$ cat src/rtl/spc_pcx_req_sched_if.sv
// PCX request scheduler bus: two packet sources, the registered PCX request/data stream and grant returns.
// PCX_WIDTH (payload width) defaults to 124 unless defined before this file.
`ifndef PCX_WIDTH
`define PCX_WIDTH 124
`endif

interface spc_pcx_req_sched_if;
  logic                   src0_vld;
  logic [4:0]             src0_dest;
  logic                   src0_atom;
  logic [`PCX_WIDTH-1:0]  src0_data;
  logic                   src0_ack;

  logic                   src1_vld;
  logic [4:0]             src1_dest;
  logic                   src1_atom;
  logic [`PCX_WIDTH-1:0]  src1_data;
  logic                   src1_ack;

  logic [4:0]             spc_pcx_req_pq;
  logic                   spc_pcx_atom_pq;
  logic [`PCX_WIDTH-1:0]  spc_pcx_data_pa;
  logic [4:0]             pcx_spc_grant_px;

  modport master (
    input  src0_vld, src0_dest, src0_atom, src0_data,
    input  src1_vld, src1_dest, src1_atom, src1_data,
    input  pcx_spc_grant_px,
    output src0_ack, src1_ack,
    output spc_pcx_req_pq, spc_pcx_atom_pq, spc_pcx_data_pa
  );

  modport slave (
    output src0_vld, src0_dest, src0_atom, src0_data,
    output src1_vld, src1_dest, src1_atom, src1_data,
    output pcx_spc_grant_px,
    input  src0_ack, src1_ack,
    input  spc_pcx_req_pq, spc_pcx_atom_pq, spc_pcx_data_pa
  );
endinterface

$ cat src/rtl/spc_pcx_req_sched.sv
// Two-source round-robin PCX request scheduler with per-destination credits and atomic-pair locking.
// Optional sticky credit-overflow check enabled by defining SPC_PCX_SCHED_CREDIT_CHK_EN.
`ifndef PCX_WIDTH
`define PCX_WIDTH 124
`endif

module spc_pcx_req_sched #(
  parameter int CREDIT_MAX = 2
) (
  input  logic                 rclk,
  input  logic                 arst_l,
  spc_pcx_req_sched_if.master  bus,
  output logic                 sched_credit_err
);

  localparam int CW = $clog2(CREDIT_MAX + 1);
  localparam logic [CW-1:0] CRED_FULL = CW'(CREDIT_MAX);
  localparam logic [0:0] IDLE      = 1'b0;
  localparam logic [0:0] ATOM_LOCK = 1'b1;

  logic [CW-1:0]          credit [5];
  logic [0:0]             state;
  logic                   lock_src;
  logic [4:0]             lock_dest;
  logic                   rr_pri;
  logic [4:0]             req_q;
  logic                   atom_q;
  logic [`PCX_WIDTH-1:0]  data_s1;
  logic [`PCX_WIDTH-1:0]  data_q;

  logic [CW-1:0]          cred0, cred1;
  logic                   elig0, elig1;
  logic                   ack_any, sel;
  logic [4:0]             sel_dest;
  logic                   sel_atom;
  logic [`PCX_WIDTH-1:0]  sel_data;

  function automatic logic onehot5(input logic [4:0] v);
    return (v != 5'd0) && ((v & (v - 5'd1)) == 5'd0);
  endfunction

  // Eligibility looks only at registered credits; a same-cycle grant is not bypassed.
  always_comb begin
    cred0 = '0;
    cred1 = '0;
    for (int d = 0; d < 5; d++) begin
      if (bus.src0_dest[d]) cred0 = cred0 | credit[d];
      if (bus.src1_dest[d]) cred1 = cred1 | credit[d];
    end
    elig0 = bus.src0_vld && onehot5(bus.src0_dest) &&
            (32'(cred0) >= (bus.src0_atom ? 32'd2 : 32'd1));
    elig1 = bus.src1_vld && onehot5(bus.src1_dest) &&
            (32'(cred1) >= (bus.src1_atom ? 32'd2 : 32'd1));

    ack_any = 1'b0;
    sel     = 1'b0;
    if (!arst_l) begin
      ack_any = 1'b0;
    end else if (state == ATOM_LOCK) begin
      sel     = lock_src;
      ack_any = lock_src ? bus.src1_vld : bus.src0_vld;
    end else if (elig0 && elig1) begin
      ack_any = 1'b1;
      sel     = rr_pri;
    end else if (elig0 || elig1) begin
      ack_any = 1'b1;
      sel     = elig1;
    end

    // The second half of an atomic pair rides on the credit reserved by the first.
    sel_data = sel ? bus.src1_data : bus.src0_data;
    sel_dest = (state == ATOM_LOCK) ? lock_dest : (sel ? bus.src1_dest : bus.src0_dest);
    sel_atom = (state == IDLE) && (sel ? bus.src1_atom : bus.src0_atom);
  end

  assign bus.src0_ack        = ack_any && !sel;
  assign bus.src1_ack        = ack_any && sel;
  assign bus.spc_pcx_req_pq  = req_q;
  assign bus.spc_pcx_atom_pq = atom_q;
  assign bus.spc_pcx_data_pa = data_q;

  always_ff @(posedge rclk or negedge arst_l) begin
    if (!arst_l) begin
      req_q   <= '0;
      atom_q  <= 1'b0;
      data_s1 <= '0;
      data_q  <= '0;
    end else begin
      req_q   <= ack_any ? sel_dest : 5'd0;
      atom_q  <= ack_any && sel_atom;
      data_s1 <= ack_any ? sel_data : '0;
      data_q  <= data_s1;
    end
  end

  always_ff @(posedge rclk or negedge arst_l) begin
    if (!arst_l) begin
      state     <= IDLE;
      lock_src  <= 1'b0;
      lock_dest <= '0;
      rr_pri    <= 1'b0;
    end else if (ack_any) begin
      if (state == ATOM_LOCK) begin
        state <= IDLE;
      end else begin
        rr_pri <= ~sel;
        if (sel_atom) begin
          state     <= ATOM_LOCK;
          lock_src  <= sel;
          lock_dest <= sel_dest;
        end
      end
    end
  end

  always_ff @(posedge rclk or negedge arst_l) begin
    if (!arst_l) begin
      for (int d = 0; d < 5; d++) credit[d] <= CRED_FULL;
    end else begin
      for (int d = 0; d < 5; d++) begin
        if ((ack_any && sel_dest[d]) && !bus.pcx_spc_grant_px[d])
          credit[d] <= credit[d] - CW'(1);
        else if (bus.pcx_spc_grant_px[d] && !(ack_any && sel_dest[d]) && (credit[d] != CRED_FULL))
          credit[d] <= credit[d] + CW'(1);
      end
    end
  end

`ifdef SPC_PCX_SCHED_CREDIT_CHK_EN
  logic [4:0] full_mask;

  always_comb begin
    full_mask = '0;
    for (int d = 0; d < 5; d++) full_mask[d] = (credit[d] == CRED_FULL);
  end

  always_ff @(posedge rclk or negedge arst_l) begin
    if (!arst_l)
      sched_credit_err <= 1'b0;
    else if (|(bus.pcx_spc_grant_px & full_mask))
      sched_credit_err <= 1'b1;
  end
`else
  assign sched_credit_err = 1'b0;
`endif

endmodule

$ cat src/flat_wrapper.sv
// flat-port wrapper written by rule: the top's interface ports become plain ports
module spc_pcx_req_sched_flat 
#(
  parameter int CREDIT_MAX = 2
)
  (rclk, arst_l, sched_credit_err, bus_src0_vld, bus_src0_dest, bus_src0_atom, bus_src0_data, bus_src1_vld, bus_src1_dest, bus_src1_atom, bus_src1_data, bus_pcx_spc_grant_px, bus_src0_ack, bus_src1_ack, bus_spc_pcx_req_pq, bus_spc_pcx_atom_pq, bus_spc_pcx_data_pa);
  spc_pcx_req_sched_if bus_i ();
  input  logic rclk;
  input  logic arst_l;
  output logic sched_credit_err;
  input wire logic [$bits(bus_i.src0_vld)-1:0] bus_src0_vld;
  input wire logic [$bits(bus_i.src0_dest)-1:0] bus_src0_dest;
  input wire logic [$bits(bus_i.src0_atom)-1:0] bus_src0_atom;
  input wire logic [$bits(bus_i.src0_data)-1:0] bus_src0_data;
  input wire logic [$bits(bus_i.src1_vld)-1:0] bus_src1_vld;
  input wire logic [$bits(bus_i.src1_dest)-1:0] bus_src1_dest;
  input wire logic [$bits(bus_i.src1_atom)-1:0] bus_src1_atom;
  input wire logic [$bits(bus_i.src1_data)-1:0] bus_src1_data;
  input wire logic [$bits(bus_i.pcx_spc_grant_px)-1:0] bus_pcx_spc_grant_px;
  output wire logic [$bits(bus_i.src0_ack)-1:0] bus_src0_ack;
  output wire logic [$bits(bus_i.src1_ack)-1:0] bus_src1_ack;
  output wire logic [$bits(bus_i.spc_pcx_req_pq)-1:0] bus_spc_pcx_req_pq;
  output wire logic [$bits(bus_i.spc_pcx_atom_pq)-1:0] bus_spc_pcx_atom_pq;
  output wire logic [$bits(bus_i.spc_pcx_data_pa)-1:0] bus_spc_pcx_data_pa;
  assign bus_i.src0_vld = bus_src0_vld;
  assign bus_i.src0_dest = bus_src0_dest;
  assign bus_i.src0_atom = bus_src0_atom;
  assign bus_i.src0_data = bus_src0_data;
  assign bus_i.src1_vld = bus_src1_vld;
  assign bus_i.src1_dest = bus_src1_dest;
  assign bus_i.src1_atom = bus_src1_atom;
  assign bus_i.src1_data = bus_src1_data;
  assign bus_i.pcx_spc_grant_px = bus_pcx_spc_grant_px;
  assign bus_src0_ack = bus_i.src0_ack;
  assign bus_src1_ack = bus_i.src1_ack;
  assign bus_spc_pcx_req_pq = bus_i.spc_pcx_req_pq;
  assign bus_spc_pcx_atom_pq = bus_i.spc_pcx_atom_pq;
  assign bus_spc_pcx_data_pa = bus_i.spc_pcx_data_pa;
  spc_pcx_req_sched #(.CREDIT_MAX(CREDIT_MAX)) u_core (.rclk(rclk), .arst_l(arst_l), .bus(bus_i), .sched_credit_err(sched_credit_err));
endmodule
$ cat config.mk
export PLATFORM = sky130hd
export DESIGN_NAME = spc_pcx_req_sched_flat
export DESIGN_NICKNAME = d
export VERILOG_FILES = /design/src/rtl/spc_pcx_req_sched_if.sv /design/src/rtl/spc_pcx_req_sched.sv /design/src/flat_wrapper.sv
export SDC_FILE = /design/constraint.sdc
export NUM_CORES = 1
export LEC_CHECK = 0
export ABC_AREA = 1
export CAP_MARGIN = 20
export CORE_AREA = 2 2 155 157
export DETAILED_ROUTE_END_ITERATION = 8
export DIE_AREA = 0 0 157 159
export PLACE_DENSITY = 0.76
export SYNTH_ARGS = -nofsm -noshare
export SYNTH_HDL_FRONTEND = slang
export SYNTH_SLANG_ARGS = --single-unit
$ cat constraint.sdc
create_clock -name rclk -period 6.2 [get_ports rclk]
set_clock_uncertainty 0.2 [all_clocks]
set_input_delay 0.62 -clock rclk [delete_from_list [all_inputs] [get_ports rclk]]
set_output_delay 0.62 -clock rclk [all_outputs]
set_load 0.03 [all_outputs]
==> results by group, run 1 <==
Status
  – Status: complete, no violations

Finish
  – Fillers: 1774
  – Area growth, synth to finish: 57.82%
  – Area of the multi-input gates: 0.001931 mm²
  – Reg area: 0.006813 mm²
  – Final std cells w/o fill: 1403
  – Layout Nets: 1334
  – Post-route cell area: 0.01439 mm²
  – Util after Layout: between 60% and 70%
  – Share of cells above drive strength 1: 6.648%

Drt
  – Mean routed wirelength per cell: slightly below 20 µm
  – Routed Antenna Nets: 0
  – Residual DRC: 0
  – DR vias: 6670
  – Drt pass-1 iters: 4
  – Initial drt markers: 302
  – Drt total wl: 27690 µm
  – Avg Vias per Cell: 4.754

Min path
  – Worst hold path type: reg -> reg
  – Worst hold stages: 0

CTS
  – Worst-path clk slew: about 0.06 ns
  – Hold_buf cts: 1
  – CTS tree: built
  – H-tree levels: 1
  – CTS resizes: 0
  – Clock Latency Late Sink: 0.52 ns
  – Clock Sink Count: 272
  – Total clock buffers created by CTS: 28
  – CTS max path bufs: 3
  – Setup Fix Bufs, Post-CTS: 0
  – Clk root buf: clkbuf_16

STA
  – RSZ-0062 raised after global routing: false
  – Part of the cycle the worst path needs: 72.95%
  – Final setup violation count: 0
  – Min cycle time layout: 4.523 ns
  – Setup TNS: 0 ns
  – Worst-Margin Slew: a little under 1 ns
  – Final Slew Violations: 0
  – Slew headroom: 35.30%
  – Hold Slack: 0.1466 ns
  – Peak Freq: 0.2211 GHz
  – Final hold vios: 0

Synthesis
  – Flops & latches, synth: 272
  – Cells after Synth: 652
  – Post-Syn Nets: 925
  – Top_reg_cell synth: dfrtp_1
  – Post-synth top area share: 73.28%
  – Yosys warning count: 0
  – Post-synth EDFFs: 0
  – Top-count cell post-synth: dfrtp_1
  – Mapped Area: 0.009117 mm²
  – Distinct cell type count after synthesis: 29
  – Most area-consuming cells after synthesis: dfrtp_1 (73%), a22o_1 (12%), nand2_1 (3.3%)
  – Largest area contributor in the netlist: dfrtp_1
  – Asr flop ratio synth: 100.0%
  – Synth Area per Inst: 13.98 µm²
  – Sequential share of the synthesized area: approximately 75%
  – Synth top cells by count: dfrtp_1 (267), a22o_1 (124), nand2_1 (81), inv_1 (52), nand3_1 (34)

Setup path
  – Crit path kind: in -> out
  – Register-to-Register Path Depth: 16
  – Req. time, crit path: 5.38 ns
  – Worst setup SP type: input port
  – Critical path endpoint category: output pin
  – CP arrival: 3.70 ns
  – Critical Path Fanout Max: 16
  – FF-to-FF setup slack: ~2 ns

Floorplanning
  – Starting Density: 39.31%
  – Die Area: 0.02496 mm²
  – Ports: 402
  – Chip width: 157 µm
  – Vert. Die Dim: around 160 µm
  – Core box area: around 0.023 mm²
  – Row Count: 56

Run
  – Max cap viols: 0

Global routing
  – Overall global routing resource usage: between 20 and 25%
  – First-pass GRT wire length: 41710 µm
  – Vias in the first global route: 7038
  – Largest net degree at the start of global routing: 79
  – Grt total ovfl: 0
  – Antenna violations before repair: 1

Placed design
  – Dpl cells: 1349
  – Gp weighted congestion: 0.9224
  – Placed cell area: 0.01341 mm²
  – Port-buffer cells: 400
  – Final HPWL DP: 20270 µm

Power and ir drop
  – Maximum vdd drop: 0.0002002 V
  – Pleak: about 0.0068 µW
  – Pwr dens: 360.1 mW/mm²
-- per-stage QoR --
stage	power [µW]	setup slack, ns
floorplan	2879	2.999
global placement	3461	1.468
detailed placement	3497	1.375
CTS	5226	1.679
global route	5420	1.389
finish	5181	1.677
-- cells in the final DEF (no fill, tap or decap), types with 5 or more instances in the layout --
| master | count |
|---|---|
| clkdlybuf4s50_1 | 399 |
| dfrtp_1 | 267 |
| a22o_1 | 124 |
| nand2_1 | 81 |
| inv_1 | 52 |
| nand3_1 | 34 |
| clkbuf_16 | 29 |
| nor2_1 | 11 |
| clkbuf_8 | 8 |
| clkinv_2 | 7 |
| buf_4 | 7 |
| o22ai_1 | 6 |
| a21oi_1 | 6 |
| o21ai_0 | 6 |
| nand4_1 | 5 |
| dfstp_2 | 5 |
-- registers in the layout (all words and copies together), names as in the netlist --
name	cells
u_core.bus.spc_pcx_data_pa	124
u_core.bus.spc_pcx_req_pq	5
u_core.state	1
u_core.credit	10
u_core.lock_src	1
u_core.lock_dest	5
u_core.rr_pri	1
u_core.data_s1	124
u_core.bus.spc_pcx_atom_pq	1
-- per-layer routing --
metal	global-route usage [%]	wire (µm)	up-vias
met3	5.008	1985	57
met5	0	0	-
met4	7.715	921	0
met1	26.57	10740	3261
li1	-	-	3065
met2	38.48	14040	287
-- power by group --
group	switching, µW	internal, µW
combinational	721	554
clock	685	1030
sequential	111	2080
-- final timing paths --
| check | from | endpoint |
|---|---|---|
| min in group asynchronous | arst_l | u_core.data_s1[81] |
| min reg2reg | u_core.data_s1[19] | u_core.bus.spc_pcx_data_pa[19] |
| min | u_core.data_s1[19] | u_core.bus.spc_pcx_data_pa[19] |
| max in group asynchronous | arst_l | u_core.bus.spc_pcx_data_pa[21] |
| max reg2reg | u_core.credit[3] | u_core.data_s1[75] |
| max | bus_src1_dest[3] | bus_src1_ack |
-- area by class of cell --
type / count / area share, %
Clock buffer: 40 / 5.887
Inverter: 55 / 1.435
Multi-Input combinational cell: 296 / 13.42
Sequential cell: 272 / 47.35
Antenna cell: 1 / 0.01739
Clock inverter: 12 / 0.8261
Timing Repair Buffer: 408 / 28.30
Tap cell: 319 / 2.774
-- logic make-up (layout without fill, tap and decap cells) --
family	after synthesis	in the layout	share of synthesized area, %
AND/OR/NAND/NOR	139	139	6.752
buffers and inverters	84	515	4.103
AO/OA/AOI/OAI	151	151	13.74
adder cells (fa/ha/maj)	4	4	0.5489
other	1	2	0.04113
XOR/XNOR	1	1	0.09608
flip-flops	272	272	74.72
-- critical path: stages --
cell and delay (ns):
clkdlybuf4s50_1 0.47, inv_1 0.10, o22ai_1 0.09, a21oi_1 0.13
o221ai_1 0.13, ha_1 0.28, o21ai_0 0.07, nand2_1 0.06
nand3_1 0.06, nor2_1 0.15, o21ai_1 0.14, a21oi_4 0.43
inv_2 0.15, nor2_4 0.11, clkdlybuf4s50_1 0.70
(Power assumes the default switching activity.)
==> run 2, diff against run 1 <==
CORE_AREA = unset   (was 2 2 155 157)
CORE_MARGIN = 2   (was unset)
CORE_UTILIZATION = 38   (was unset)
DIE_AREA = unset   (was 0 0 157 159)
PLACE_DENSITY = 0.77   (was 0.76)
clock period = 4.1 ns   (was 6.2 ns; I/O delays follow)
==> run 2 against run 1 <==
Compared with the run above: via count shrank 0.12%; power up 49%; worst hold slack got worse by 0.0053 ns; combinational power is 54% higher; global-route usage fell by 0.18 points; final area fell by 0.17%.
==> results by group, run 2 (synthesis results as in run 1) <==
Finish
  – Post-route cell area: 0.01437 mm²
  – Layout Nets: roughly 1300
  – Util after Layout: 61.02%
  – Share of cells above drive strength 1: 6.654%
  – Fillers: about 1900
  – Most frequent cells in the layout: clkdlybuf4s50_1 (397), dfrtp_1 (267), a22o_1 (124)
  – Final std cells w/o fill: 1402
  – Area growth, synth to finish: 57.55%
  – Most common cell after layout, fill and taps aside: clkdlybuf4s50_1

Setup path
  – Crit path kind: reg -> out
  – CP arrival: 2.97 ns
  – CP max stage delay: 0.40 ns
  – Cell family with most CP delay: simple AND/OR/NAND/NOR gates
  – Crit path cell chain: inv_1, o22ai_1, a211oi_1, ha_1, o21ai_0, nand2_1, nand3_1, nor2_1, nand2_1, nand2_2, nand2_2, inv_2, nor2_8, buf_4
  – Slowest cell on crit path: dfrtp_1
  – Req. time, crit path: 3.49 ns
  – Worst setup SP type: flop
  – Critical Path Fanout Max: 8
  – Critical path endpoint category: output pin
  – Buf/Inv on CP: 3

Global routing
  – Overall global routing resource usage: 21.82%
  – Grt total ovfl: 0
  – Vias in the first global route: 7150
  – First-pass GRT wire length: 42860 µm
  – Antenna violations before repair: 1
  – Largest net degree at the start of global routing: 76

CTS
  – Clock Latency Late Sink: 0.54 ns
  – CTS resizes: 0
  – Clk root buf: clkbuf_16
  – Hold_buf cts: 1
  – CTS max path bufs: 3
  – Worst-path clk slew: 0.06 ns
  – H-tree levels: 1
  – Clock Sink Count: between 200 and 300
  – Setup Fix Bufs, Post-CTS: 0
  – CTS tree: built
  – Total clock buffers created by CTS: 28

Placed design
  – Port-buffer cells: 400
  – Dpl cells: around 1400
  – Gp weighted congestion: 0.8779
  – Placed cell area: 0.01345 mm²
  – Final HPWL DP: 20040 µm

Drt
  – DR vias: 6662
  – Mean routed wirelength per cell: around 20 µm
  – Avg Vias per Cell: 4.752
  – Drt total wl: 27470 µm
  – Routed Antenna Nets: 0
  – Residual DRC: 0
  – Initial drt markers: 474
  – Drt pass-1 iters: 4

Power and ir drop
  – Internal power: roughly 5400 µW
  – Seq pwr share: 42.9%
  – Combinational share of power: 25.2%
  – Sw Ratio: 29.71%
  – Power, Total: 7722 µW
  – Maximum vdd drop: 0.0003709 V
  – Clock power share: 31.9%
  – Pleak: 0.006823 µW
  – Pwr dens: 537.6 mW/mm²
  – Net Sw Power: 2294 µW

Floorplanning
  – Row Count: 56
  – Vert. Die Dim: 158.9 µm
  – Chip width: 158.9 µm
  – Ports: 402
  – Die Area: 0.02525 mm²
  – Core box area: 0.02354 mm²
  – Starting Density: 38.73%

STA
  – Min cycle time layout: 3.576 ns
  – RSZ-0062 raised after global routing: false
  – Slew headroom: 39.01%
  – Final setup violation count: 0
  – Part of the cycle the worst path needs: between 80% and 90%
  – Setup TNS: 0 ns
  – Final Slew Violations: 0
  – Peak Freq: 0.2796 GHz
  – Worst-Margin Slew: 0.9148 ns
  – Final hold vios: 0

Status
  – Status: complete, no violations

Min path
  – Worst hold path type: reg -> reg

Run
  – Max cap viols: 0
-- run 2: cell types whose count changed in the layout (fill, tap and decap cells not counted), sizes merged --
cell,previous run,this run
buf,8,12
clkdlybuf4s50,399,397
bufinv,2,1
clkbuf,40,39
inv,56,55
-- run 2: worst paths after layout --
check	from	end	slack, ns	depth (start not counted)
worst min-delay path	u_core.data_s1[52]	u_core.bus.spc_pcx_data_pa[52]	0.14	0
worst max-delay path	u_core.credit[8]	bus_src0_ack	0.52	14
min in group asynchronous	arst_l	u_core.bus.spc_pcx_req_pq[3]	0.17	2
worst min register to register	u_core.data_s1[52]	u_core.bus.spc_pcx_data_pa[52]	0.14	0
max in group asynchronous	arst_l	u_core.data_s1[20]	1.45	4
worst max register to register	u_core.credit[8]	u_core.data_s1[117]	0.79	15
-- run 2: power groups by stage --
stage | sequential (µW) | clock (µW) | combinational, µW
final | 3310 | 2460 | 1950
after floorplan | 3700 | 0 | 658
after detailed placement | 3350 | 0 | 1950
after global placement | 3330 | 0 | 1920
after CTS | 3310 | 2530 | 1960
after global routing | 3360 | 2650 | 2100
-- run 2: worst reg2reg max path: stages (launching register included) --
cell      delay (ns)
dfrtp_1         0.40
inv_1           0.18
o22ai_1         0.13
a211oi_1        0.28
ha_1            0.28
o21ai_0         0.17
nand2_1         0.07
nand3_1         0.07
nor2_1          0.05
nand2_1         0.08
nand2_2         0.09
nand2_2         0.21
inv_2           0.09
nor2_8          0.13
buf_4           0.47
a22o_1          0.31
-- run 2: metal layers --
metal  part of all wire [%]  vias up  track usage, %
met5                      0        -               0
met4                    2.6        0           6.116
met3                    6.1       50           4.232
met2                     53      260           39.10
met1                     39     3286           27.01
li1                       -     3066               -
-- run 2: cell type report --
cell class	instances	area (µm²)	area share, %
Clock buffer	39	812.0	5.653
Clock inverter	10	95.09	0.6620
Tap cell	319	399.1	2.779
Multi-Input combinational cell	296	1931	13.44
Inverter	55	206.4	1.437
Timing Repair Buffer	410	4106	28.59
Sequential cell	272	6813	47.43
Antenna cell	1	2.502	0.01742
-- run 2: metrics by stage --
step / hold WS [ns] / setup slack, ns
5_1_grt: 0.1487 / 0.3251
4_1_cts: 0.1450 / 0.5133
3_3_place_gp: 0.1316 / 0.5515
6_report: 0.1413 / 0.5238
3_5_place_dp: 0.1347 / 0.4462
2_1_floorplan: -0.08559 / 1.319
==> run 3, diff against run 2 <==
TNS_END_PERCENT = 5   (was unset)
==> results of run 3 <==
Final layout, timing and power as in run 2 (identical DEF).
